### src/rtl/calc_pkg.sv
// Shared types and constants for the calculator datapath.
//   CALC_WIDTH   : operand/result width shared by the entry sequencer and ALU
//   calc_state_e : entry-sequencer phase, also shown on the phase LEDs
//   alu_op_e     : ALU opcode encoding, common to sequencer and ALU
package calc_pkg;

  localparam int CALC_WIDTH = 8;

  typedef enum logic [2:0] {
    LOAD_X  = 3'd0,
    LOAD_Y  = 3'd1,
    LOAD_OP = 3'd2,
    EXEC    = 3'd3,
    SHOW    = 3'd4
  } calc_state_e;

  typedef enum logic [2:0] {
    OP_ADD = 3'd0,
    OP_SUB = 3'd1,
    OP_AND = 3'd2,
    OP_NOR = 3'd3,
    OP_XOR = 3'd4,
    OP_SHL = 3'd5,
    OP_SHR = 3'd6,
    OP_ASR = 3'd7
  } alu_op_e;

endpackage

### src/rtl/btn_cond.sv
// Push-button conditioner: synchronizer, debounce filter and rising-edge pulse.
//   i_clk, i_rst_n : clock, asynchronous active-low reset
//   i_btn          : raw, bouncy, active-high button
//   o_pulse        : registered one-cycle pulse when the debounced level rises
module btn_cond #(
  parameter int DEBOUNCE_CYCLES = 250000,
  parameter int SYNC_STAGES     = 2
) (
  input  logic i_clk,
  input  logic i_rst_n,
  input  logic i_btn,
  output logic o_pulse
);

  localparam int CW = $clog2(DEBOUNCE_CYCLES);

  logic [SYNC_STAGES-1:0] r_sync;
  logic [CW-1:0]          r_cnt;
  logic                   r_stable;
  logic                   r_pulse;
  logic                   w_s;
  logic                   w_cnt_done;

  assign w_s        = r_sync[SYNC_STAGES-1];
  assign w_cnt_done = (r_cnt == CW'(DEBOUNCE_CYCLES - 1));

  // Synchronizer shift chain for the asynchronous button input.
  always_ff @(posedge i_clk or negedge i_rst_n) begin
    if (!i_rst_n) begin
      r_sync <= '0;
    end else begin
      r_sync <= {r_sync[SYNC_STAGES-2:0], i_btn};
    end
  end

  // Debounce: the new level must persist for DEBOUNCE_CYCLES consecutive cycles.
  // Any return to the stable level restarts the count, so short glitches vanish.
  always_ff @(posedge i_clk or negedge i_rst_n) begin
    if (!i_rst_n) begin
      r_cnt    <= '0;
      r_stable <= 1'b0;
      r_pulse  <= 1'b0;
    end else begin
      r_pulse <= w_s & ~r_stable & w_cnt_done;
      if (w_s != r_stable) begin
        if (w_cnt_done) begin
          r_stable <= w_s;
          r_cnt    <= '0;
        end else begin
          r_cnt <= r_cnt + CW'(1);
        end
      end else begin
        r_cnt <= '0;
      end
    end
  end

  assign o_pulse = r_pulse;

endmodule

### src/rtl/calc_entry_seq.sv
// Operand/opcode entry sequencer feeding the calculator ALU.
//   i_clk, i_rst_n          : clock, asynchronous active-low reset
//   i_sw                    : slide switches (operand, or opcode in bits [2:0])
//   i_btn_enter/i_btn_clear : raw push-buttons, debounced internally
//   i_alu_result            : combinational ALU result from o_alu_*
//   o_alu_op/o_alu_x/o_alu_y: registered ALU operands
//   o_display               : value for the display stage
//   o_phase                 : current state encoding for LEDs
//   o_result_valid          : high while the result is shown
module calc_entry_seq
  import calc_pkg::*;
#(
  parameter int WIDTH           = CALC_WIDTH,
  parameter int DEBOUNCE_CYCLES = 250000,
  parameter int SYNC_STAGES     = 2
) (
  input  logic             i_clk,
  input  logic             i_rst_n,
  input  logic [WIDTH-1:0] i_sw,
  input  logic             i_btn_enter,
  input  logic             i_btn_clear,
  input  logic [WIDTH-1:0] i_alu_result,
  output logic [2:0]       o_alu_op,
  output logic [WIDTH-1:0] o_alu_x,
  output logic [WIDTH-1:0] o_alu_y,
  output logic [WIDTH-1:0] o_display,
  output logic [2:0]       o_phase,
  output logic             o_result_valid
);

  calc_state_e      r_state, w_state_nxt;
  logic [WIDTH-1:0] r_x, r_y, r_res;
  logic [WIDTH-1:0] w_x_nxt, w_y_nxt, w_res_nxt;
  alu_op_e          r_op, w_op_nxt;
  logic             r_valid;
  logic             w_enter, w_clear;
  logic [WIDTH-1:0] w_display;

  btn_cond #(.DEBOUNCE_CYCLES(DEBOUNCE_CYCLES), .SYNC_STAGES(SYNC_STAGES)) u_enter (
    .i_clk(i_clk), .i_rst_n(i_rst_n), .i_btn(i_btn_enter), .o_pulse(w_enter)
  );

  btn_cond #(.DEBOUNCE_CYCLES(DEBOUNCE_CYCLES), .SYNC_STAGES(SYNC_STAGES)) u_clear (
    .i_clk(i_clk), .i_rst_n(i_rst_n), .i_btn(i_btn_clear), .o_pulse(w_clear)
  );

  // Next-state, data-register updates and display selection.
  always_comb begin
    w_state_nxt = r_state;
    w_x_nxt     = r_x;
    w_y_nxt     = r_y;
    w_op_nxt    = r_op;
    w_res_nxt   = r_res;
    w_display   = i_sw;

    case (r_state)
      LOAD_X:  w_display = i_sw;
      LOAD_Y:  w_display = i_sw;
      LOAD_OP: w_display = {{(WIDTH-3){1'b0}}, i_sw[2:0]};
      EXEC:    w_display = i_sw;
      SHOW:    w_display = r_res;
      default: w_display = i_sw;
    endcase

    // Clear outranks enter in every state, including EXEC (result discarded).
    if (w_clear) begin
      w_state_nxt = LOAD_X;
      w_x_nxt     = '0;
      w_y_nxt     = '0;
      w_op_nxt    = OP_ADD;
      w_res_nxt   = '0;
    end else begin
      case (r_state)
        LOAD_X: begin
          if (w_enter) begin
            w_x_nxt     = i_sw;
            w_state_nxt = LOAD_Y;
          end else begin
            w_state_nxt = LOAD_X;
          end
        end
        LOAD_Y: begin
          if (w_enter) begin
            w_y_nxt     = i_sw;
            w_state_nxt = LOAD_OP;
          end else begin
            w_state_nxt = LOAD_Y;
          end
        end
        LOAD_OP: begin
          if (w_enter) begin
            w_op_nxt    = alu_op_e'(i_sw[2:0]);
            w_state_nxt = EXEC;
          end else begin
            w_state_nxt = LOAD_OP;
          end
        end
        // Single cycle; enter is deliberately ignored here.
        EXEC: begin
          w_res_nxt   = i_alu_result;
          w_state_nxt = SHOW;
        end
        // Chaining: the shown result becomes the next X.
        SHOW: begin
          if (w_enter) begin
            w_x_nxt     = r_res;
            w_state_nxt = LOAD_Y;
          end else begin
            w_state_nxt = SHOW;
          end
        end
        default: w_state_nxt = LOAD_X;
      endcase
    end
  end

  // State and data registers.
  always_ff @(posedge i_clk or negedge i_rst_n) begin
    if (!i_rst_n) begin
      r_state <= LOAD_X;
      r_x     <= '0;
      r_y     <= '0;
      r_op    <= OP_ADD;
      r_res   <= '0;
      r_valid <= 1'b0;
    end else begin
      r_state <= w_state_nxt;
      r_x     <= w_x_nxt;
      r_y     <= w_y_nxt;
      r_op    <= w_op_nxt;
      r_res   <= w_res_nxt;
      r_valid <= (w_state_nxt == SHOW);
    end
  end

  assign o_alu_x        = r_x;
  assign o_alu_y        = r_y;
  assign o_alu_op       = r_op;
  assign o_phase        = r_state;
  assign o_result_valid = r_valid;
  assign o_display      = w_display;

endmodule

### config.mk
export PLATFORM = sky130hd
export DESIGN_NAME = calc_entry_seq
export DESIGN_NICKNAME = d
export VERILOG_FILES = /design/src/rtl/calc_pkg.sv /design/src/rtl/btn_cond.sv /design/src/rtl/calc_entry_seq.sv
export SDC_FILE = /design/constraint.sdc
export NUM_CORES = 1
export LEC_CHECK = 0
export ABC_CLOCK_PERIOD_IN_PS = 2100
export CELL_PAD_IN_SITES_DETAIL_PLACEMENT = 0
export CELL_PAD_IN_SITES_GLOBAL_PLACEMENT = 1
export CORE_ASPECT_RATIO = 0.75
export CORE_UTILIZATION = 30
export CTS_CLUSTER_DIAMETER = 100
export DETAILED_ROUTE_END_ITERATION = 8
export PLACE_DENSITY_LB_ADDON = 0.1
export SYNTH_ARGS = -nofsm -noshare
export SYNTH_HDL_FRONTEND = slang
export SYNTH_SLANG_ARGS = --single-unit
### constraint.sdc
create_clock -name i_clk -period 2.1 [get_ports i_clk]
set_clock_uncertainty 0.2 [all_clocks]
set_input_delay 0.315 -clock i_clk [delete_from_list [all_inputs] [get_ports i_clk]]
set_output_delay 0.315 -clock i_clk [all_outputs]
set_load 0.01 [all_outputs]
==> flow_summary.toml <==
[outcome]
status = "finished, final reports clean"

[setup_path]
critPathSlowestCell = "dfrtp_1"
cp-start-kind = "flip-flop"
cp.required_ns = 1.58
setup.worst_path.end_class = "output port"
critPathArrivalTime_ns = 1.52
path_class = "reg -> out"
crit_chain = "buf_6 > o21bai_1 > buf_4 > a22o_1 > buf_2"
cpPeakStageDelay_ns = 0.42
crit_fanout = 5

[placement]
pre_cts_ws_ns = -0.0599
placement.io_buffers = 50
gp_congestion = 0.775
dpl.hpwl_um = 6150

[run]
cap_violations = 0

[sta]
tns_ns = 0
slew_headroom_pct = 74.0
period_share_pct = 96.7
drv_slew = 0
rsz0062_at_grt = "true"
finalHoldViolations = 0
worstMarginPinSlew_ns = 0.387
finalSetupViolations = 0
fmax_mhz = 492
period_needed_ns = 2.03
fin_ws_ns = 0.0692

[finish]
num_antenna_cells = 0
layout-drive-gt1-share_pct = 17.4
multiInputGateArea_um2 = 1580
area_growth_pct = 36.1
final_util_pct = 43.0
most-common-layout-cells = "dfrtp_1 (75), nor2_1 (55), clkdlybuf4s50_1 (40)"
seqCellArea_um2 = 1880
final_common_cell = "dfrtp_1"
fillers = 1085
fin_nets = 455

[synth]
synth-seq-cells = 75
ys.flop_type = "dfrtp_1"
ys_async_sr_fraction_pct = 100
yosysSeqAreaShare_pct = 53.1
ys_warn_count = 0
syn-num-nets = 366
synth_edf_count = 0
syn-instance-count = 342
syn_area_per_cell_um2 = 10.3
synth_cell_types = 40
synth_area_um2 = 3530

[routing]
wl_um = 8580
drtIter0Drc = 96
wl_per_cell_um = 14.5
drtAntennaViolNets = 0
drtPass1Iterations = 5
drc = 0
via_per_inst = 4.62
via_count = 2742

[pwr]
p_int_w = 0.00251
sequentialPowerShare_pct = 46.2
peakVddDrop_mv = 0.344
powerDensity_nw_per_um2 = 668
fin_total_pwr_w = 0.00321
power.net_switching_w = 0.000703
p_leak_nw = 2.11
p_comb_share_pct = 5.6
p_sw_share_pct = 21.9
clockPowerShare_pct = 48.2

[global_routing]
grt_pass1_vias = 2773
grt_pass1_wl_um = 14600
grt_max_degree = 45
grt_util_all_layers_pct = 16.0
antenna_found_initial = 0
gr-total-overflow = 0

[floorplanning]
start_util_pct = 31.6
dieArea_um2 = 12200
num_io_pins = 51
coreArea_um2 = 11200
die_x_um = 127
fp.dieH_um = 96.0
num_rows = 33

[clock_network]
numClockSinks = 75
cts_buffer_depth = 2
clk_root_buffer_cell = "clkbuf_16"
cts_inserted_buffers = 9
clk_latency_ns = 0.34
cts_tree = "yes"
cts_max_level = 3
clkTransAtPathRegs_ns = 0.06

[worst_hold_path]
hp-class = "reg -> reg"
==> path summary, 6_finish.rpt <==
path                                        startpoint                            to  slack [ns]  cells after the start
max in group asynchronous                      i_rst_n    u_enter.r_cnt[7]$_DFF_PN0_        0.96                      3
min reg2reg                u_clear.r_sync[0]$_DFF_PN0_   u_clear.r_sync[1]$_DFF_PN0_        0.15                      0
max                               o_phase[0]$_DFF_PN0_                  o_display[6]        0.07                      5
min                        u_clear.r_sync[0]$_DFF_PN0_   u_clear.r_sync[1]$_DFF_PN0_        0.15                      0
max reg2reg                 u_clear.r_cnt[0]$_DFF_PN0_  u_clear.r_stable$_DFFE_PN0P_        0.17                      5
min in group asynchronous                      i_rst_n          r_res[6]$_DFFE_PN0P_        0.21                      2
==> routing by layer <==
| layer | up-vias | GRT usage [%] | share of wire [%] |
|---|---|---|---|
| li1 | 1369 | - | - |
| met2 | 53 | 24.0 | 43 |
| met4 | 0 | 4.96 | 1.2 |
| met1 | 1310 | 21.9 | 51 |
| met5 | - | 0 | 0 |
| met3 | 10 | 5.11 | 4.4 |
==> Yosys cell counts (3+ instances only) <==
| cell type | n | area [um2] |
|---|---|---|
| mux2_1 | 5 | 56.3 |
| nand3_1 | 10 | 50.1 |
| o21ai_1 | 5 | 25.0 |
| clkbuf_1 | 8 | 30.0 |
| inv_1 | 12 | 45.0 |
| nand3b_1 | 3 | 22.5 |
| mux2i_1 | 16 | 160 |
| or3_1 | 3 | 18.8 |
| xnor2_1 | 28 | 245 |
| nand4_1 | 8 | 50.1 |
| a32o_1 | 3 | 30.0 |
| dfrtp_1 | 75 | 1880 |
| buf_2 | 4 | 20.0 |
| nand2_1 | 28 | 105 |
| nand2b_1 | 3 | 18.8 |
| a22o_1 | 10 | 87.6 |
| nor3_1 | 12 | 60.1 |
| ha_1 | 4 | 50.1 |
| a21oi_1 | 13 | 65.1 |
| nor4_1 | 14 | 87.6 |
| nor2_1 | 55 | 206 |
==> metrics by stage <==
stage | hold WS (ns) | area [um2] | instances
5_1_grt | 0.178 | 4810 | 593
2_1_floorplan | -0.181 | 3540 | 342
3_3_place_gp | 0.0221 | 4450 | 571
3_5_place_dp | 0.0240 | 4450 | 571
6_report | 0.150 | 4810 | 593
4_1_cts | 0.150 | 4780 | 592
==> final cells by class <==
class	instances	area share, %
clock inverters	6	1.35
flip-flops and latches	75	39.0
inverters	12	0.937
repair buffers	90	16.8
clock buffers	10	4.97
well taps	157	4.09
multi-input cells	243	32.9
==> power by group through the flow <==
stage,clock network [W],logic [W],registers (W)
2_1_floorplan,0,0.0000561,0.00151
3_3_place_gp,0,0.000182,0.00151
3_5_place_dp,0,0.000185,0.00151
4_1_cts,0.00161,0.000181,0.00148
5_1_grt,0.00169,0.000203,0.00149
6_report,0.00155,0.000179,0.00148
==> state kept, by name, indices dropped and copies added, names as in the netlist, 3 cells and up <==
name / count
o_alu_op: 3
o_alu_x: 8
o_alu_y: 8
o_phase: 3
r_res: 8
u_clear.r_cnt: 18
u_enter.r_cnt: 18
==> worst max-delay path: cells and delay by family, from the launching register on <==
kind	cells	cell delay, ns
flops	1	0.42
buf+inv	3	0.42
compound gates	2	0.34
==> timing repair <==
| action | in CTS | in global routing |
|---|---|---|
| setup buffers | 4 | 1 |
| resized for setup | 40 | 4 |
| pin swaps | 0 | 5 |
| endpoints found under the setup margin | 8 | 8 |
| endpoints found under the hold margin | 32 | 0 |
| hold buffers | 1 | 0 |
==> logic make-up after synthesis <==
| kind of cell | after synthesis | synth area share [%] |
|---|---|---|
| and+or+nand+nor | 151 | 21.7 |
| muxes | 21 | 6.13 |
| AOI/OAI and AO/OA | 37 | 7.51 |
| xor gates and xnor gates | 30 | 7.44 |
| buffers and inverters | 24 | 2.69 |
| DFF | 75 | 53.1 |
| adders and majority gates | 4 | 1.42 |
No activity file was read; power rests on OpenSTA's default activity.
